<file path="config.mk">
export PLATFORM = sky130hd
export DESIGN_NAME = disp_src_arbiter
export DESIGN_NICKNAME = d
export VERILOG_FILES = /design/src/rtl/disp_src_arbiter.sv
export SDC_FILE = /design/constraint.sdc
export NUM_CORES = 1
export LEC_CHECK = 0
export CORE_MARGIN = 3
export CORE_UTILIZATION = 44
export CTS_CLUSTER_DIAMETER = 50
export DETAILED_ROUTE_END_ITERATION = 10
export PLACE_DENSITY = 0.84
export SETUP_SLACK_MARGIN = 0.3
export SLEW_MARGIN = 20
export SYNTH_ARGS = -nofsm -noshare
export SYNTH_HDL_FRONTEND = slang
export SYNTH_SLANG_ARGS = --single-unit
</file>
<file path="constraint.sdc">
create_clock -name Clk -period 5.14 [get_ports Clk]
set_clock_uncertainty 0.1 [all_clocks]
set_input_delay 1.028 -clock Clk [delete_from_list [all_inputs] [get_ports Clk]]
set_output_delay 1.028 -clock Clk [all_outputs]
set_load 0.02 [all_outputs]
</file>
<file path="src/rtl/disp_src_arbiter.sv">
// Round-robin arbiter sharing the seven-segment display between four BCD sources.
// A granted word is latched and held for HOLD_CYC cycles before the next grant.
module disp_src_arbiter #(
   parameter int unsigned HOLD_CYC = 50_000_000,
   parameter int unsigned CNT_W    = 26
) (
   input  logic        Clk,
   input  logic        Rst_n,
   input  logic [3:0]  req,
   input  logic [31:0] data0,
   input  logic [31:0] data1,
   input  logic [31:0] data2,
   input  logic [31:0] data3,
   input  logic        freeze,
   output logic [3:0]  ack,
   output logic [31:0] disp_data,
   output logic [1:0]  disp_src,
   output logic        busy
);

   typedef enum logic {IDLE = 1'b0, HOLD = 1'b1} state_t;

   localparam logic [CNT_W-1:0] HOLD_LOAD = CNT_W'(HOLD_CYC - 1);

   state_t           state;
   logic [CNT_W-1:0] cnt;
   logic [1:0]       last;
   logic [1:0]       win;
   logic [31:0]      win_data;

   // First requester after ptr, wrapping; ptr itself is searched last.
   function automatic logic [1:0] rr_pick(input logic [3:0] r, input logic [1:0] ptr);
      logic [1:0] pick;
      logic [1:0] idx;
      pick = ptr;
      for (int k = 4; k >= 1; k--) begin
         idx = ptr + 2'(k);
         if (r[idx]) pick = idx;
      end
      return pick;
   endfunction

   always_comb begin
      win = rr_pick(req, last);
      case (win)
         2'd0:    win_data = data0;
         2'd1:    win_data = data1;
         2'd2:    win_data = data2;
         default: win_data = data3;
      endcase
   end

   always_ff @(posedge Clk) begin
      if (!Rst_n) begin
         state     <= IDLE;
         disp_data <= '0;
         disp_src  <= '0;
         ack       <= '0;
         busy      <= 1'b0;
         cnt       <= '0;
         last      <= 2'd3;
      end else begin
         case (state)
            IDLE: begin
               if (|req) begin
                  disp_data <= win_data;
                  disp_src  <= win;
                  ack       <= 4'b0001 << win;
                  last      <= win;
                  cnt       <= HOLD_LOAD;
                  busy      <= 1'b1;
                  state     <= HOLD;
               end
            end
            HOLD: begin
               ack <= '0;
               // Freeze stalls the dwell, including on its final cycle.
               if (!freeze) begin
                  if (cnt != '0) begin
                     cnt <= cnt - CNT_W'(1);
                  end else begin
                     busy  <= 1'b0;
                     state <= IDLE;
                  end
               end
            end
            default: state <= IDLE;
         endcase
      end
   end

endmodule

</file>
==> flow_metrics.tcl <==
set metrics [dict create \
    rows 32 \
    period_minus_slack_ns 3.26 \
    cts_setup_buffers 0 \
    synth_cell_types 40 \
    synth.avg_cell_area_sq_um 9.05 \
    first_pass_iters 4 \
    wl_per_cell_microns 18.8 \
    crit_path_max_incr_delay_ns 0.50 \
    path_buf_inv 2 \
    synth.largest_area_cell "dfxtp_1" \
    path_cells "clkdlybuf4s50_1 > nor2b_1 > o21ai_0 > nand3_4 > buf_4 > mux2i_1 > o221ai_1" \
    ys_seq_area_frac 0.380 \
    netlist_area_sq_mm 0.00358 \
    cp-start-kind "input pin" \
    yosys_warnings 0 \
    grt_pass1_wl_microns 18100 \
    r2r_end "cnt[14]$_SDFFE_PN0P_" \
    worstPathMaxFanout 31 \
    reg2reg_slack_ns 2.29 \
    antenna_found_initial 0 \
    gp_congestion 0.809 \
    fillers 611 \
    start_util 0.459 \
    path_clk_slew_ns 0.07 \
    fin_hold_ws_ns 0.356 \
    hpwl_microns 9150 \
    diodes 0 \
    maxSlewHeadroom 0.421 \
    crit_required_ns 5.23 \
    setup-tns-final_ns 0 \
    die_area_sq_mm 0.00926 \
    nets 691 \
    outcome "finished, final reports clean" \
    maxCapViolCount 0 \
    final_common_cell "clkdlybuf4s50_1" \
    multiInputGateArea_sq_mm 0.00210 \
    htree_levels 3 \
    min_period_over_period 0.634 \
    drv_slew 0 \
    cts-resized-gates 0 \
    drt_wl_total_microns 12400 \
    io_buffers 173 \
    worst_slack_ns 1.88 \
    drive_gt1_frac 0.0519 \
    end_kind "flop" \
    crit_arrival_ns 3.35 \
    worstMarginPinSlew_ns 0.860 \
    r2r_start "cnt[0]$_SDFFE_PN0P_" \
    clk_latency_ns 0.33 \
    grt_max_degree 54 \
    min_path_cells 2 \
    slowest_stage "nand3_4" \
    min_path_type "reg2reg" \
    totalPowerFinal_w 0.00149 \
    routed_via_density 5.86 \
    leakage_nw 2.09 \
    regArea_sq_mm 0.00136 \
    ctsLongestPathBuffers 2 \
    setup_viol 0 \
    cts_tree "built" \
    hold_viol_final 0 \
    overflow 0 \
    rsz0062_at_grt "false" \
    grt_pass1_vias 3623 \
    fmax_mhz 307 \
    ys_ff_latch 68 \
    cts_buffers 9 \
    die_h_microns 96.2 \
    min_to "ack[2]$_SDFFE_PN0P_" \
    pre_cts_ws_ns 1.57 \
    netlist.area_leader.share 0.380 \
    ios 174 \
    num_vias 3871 \
    reg2reg_depth 7 \
    postCtsHoldBufs 0 \
    syn_inst 396 \
    antenna_left 0 \
    ir_drop_uv 139 \
    cts_sinks 68 \
    drc 0 \
    drt_first_iter_violations 178 \
    coreArea_sq_mm 0.00781 \
    min_from "ack[2]$_SDFFE_PN0P_" \
    crit_type "in2reg" \
    grtUsageTotal 0.253 \
    synth_nets 532 \
    fp.dieW_microns 96.2 \
    cts_root_buf "clkbuf_8" \
    ys_top_cells_by_area "dfxtp_1, mux2i_1, o221ai_1" \
    cp_top_family "buffers and inverters" \
    layout_common_cells "clkdlybuf4s50_1, dfxtp_1, mux2i_1" \
    powerDensity_mw_per_mm2 267 \
    syn2layout_area_growth_pct 55.4 \
    cp_num_cells 7 \
]
## power breakdown
part           switching, W  total, W  internal (W)
combinational      0.000212  0.000457      0.000246
clock              0.000190  0.000415      0.000225
sequential        0.0000383  0.000615      0.000577
## sequential cells by signal, indices dropped and copies added (netlist names)
register / count
cnt: 26
disp_src: 2
state: 1
disp_data: 32
last: 2
ack: 4
busy: 1
## cell usage after synthesis
| library cell | n |
|---|---|
| nor3b_1 | 1 |
| buf_2 | 5 |
| nand3_1 | 40 |
| nor4b_1 | 2 |
| or3b_2 | 1 |
| a311oi_1 | 1 |
| mux2i_1 | 65 |
| clkinv_1 | 1 |
| or4_1 | 9 |
| nor2b_1 | 5 |
| nor4_1 | 6 |
| nand4_1 | 2 |
| nor2_1 | 19 |
| o221ai_1 | 32 |
| nor3_1 | 5 |
| and2b_1 | 1 |
| or3_1 | 14 |
| ha_1 | 1 |
| xnor2_1 | 2 |
| a21oi_1 | 16 |
| a31oi_1 | 10 |
| buf_1 | 1 |
| o211ai_1 | 5 |
| o31ai_1 | 7 |
| or2_2 | 2 |
| o211ai_2 | 1 |
| or4_4 | 2 |
| nand2b_1 | 3 |
| clkbuf_1 | 24 |
| xor2_1 | 6 |
| o21ai_1 | 1 |
| o21ai_0 | 16 |
| inv_1 | 4 |
| dfxtp_1 | 68 |
| o41ai_1 | 1 |
| nor4_2 | 2 |
| nand2_1 | 12 |
| o21bai_1 | 1 |
| o21a_1 | 1 |
| o211a_1 | 1 |
## cell type report
cell class                 count  share of cell area
clock inverter                 1            0.000899
sequential                    68               0.244
inverter                       5             0.00337
tap                          102              0.0229
timing repair buffer         178               0.318
multi-input combinational    293               0.378
clock buffer                  14              0.0328
## metrics by stage
step	utilization	instances	instance area (sq um)
after floorplan	-	396	3580
after global placement	0.689	646	5380
after detailed placement	0.689	646	5380
after CTS	0.713	661	5560
after global routing	0.713	661	5570
final	0.713	661	5570
## how the worst max path moves through the flow
stage	start	to	slack, ns
final	req[1]	disp_data[14]$_SDFFE_PN0P_	1.88
after global routing	req[1]	disp_data[0]$_SDFFE_PN0P_	1.74
after CTS	req[1]	disp_data[26]$_SDFFE_PN0P_	1.91
after detailed placement	req[3]	disp_data[26]$_SDFFE_PN0P_	1.57
after global placement	req[3]	disp_data[12]$_SDFFE_PN0P_	1.70
after floorplan	req[1]	disp_data[0]$_SDFFE_PN0P_	2.43
## worst min-delay path: cells and delay by family (launching register included)
family          cells  cell delay [ns]
compound gates      1             0.05
flops               1             0.31
simple gates        1             0.05
## kinds of logic after synthesis
kind of cell	after synthesis	synth area share
AO/OA/AOI/OAI	93	0.182
adder cells (fa/ha/maj)	1	0.00349
buffers and inverters	35	0.0384
AND/OR/NAND/NOR	126	0.195
XOR/XNOR	8	0.0196
multiplexers	65	0.182
flip-flops	68	0.380
## per-layer routing
layer  part of all wire  global-route usage  routed length [microns]
met4              0.027               0.101                      336
met3              0.075              0.0516                      939
met2               0.51               0.425                     6350
met5                  0                   0                        0
met1               0.39               0.315                     4820
Power figures use the tool's default switching activity.
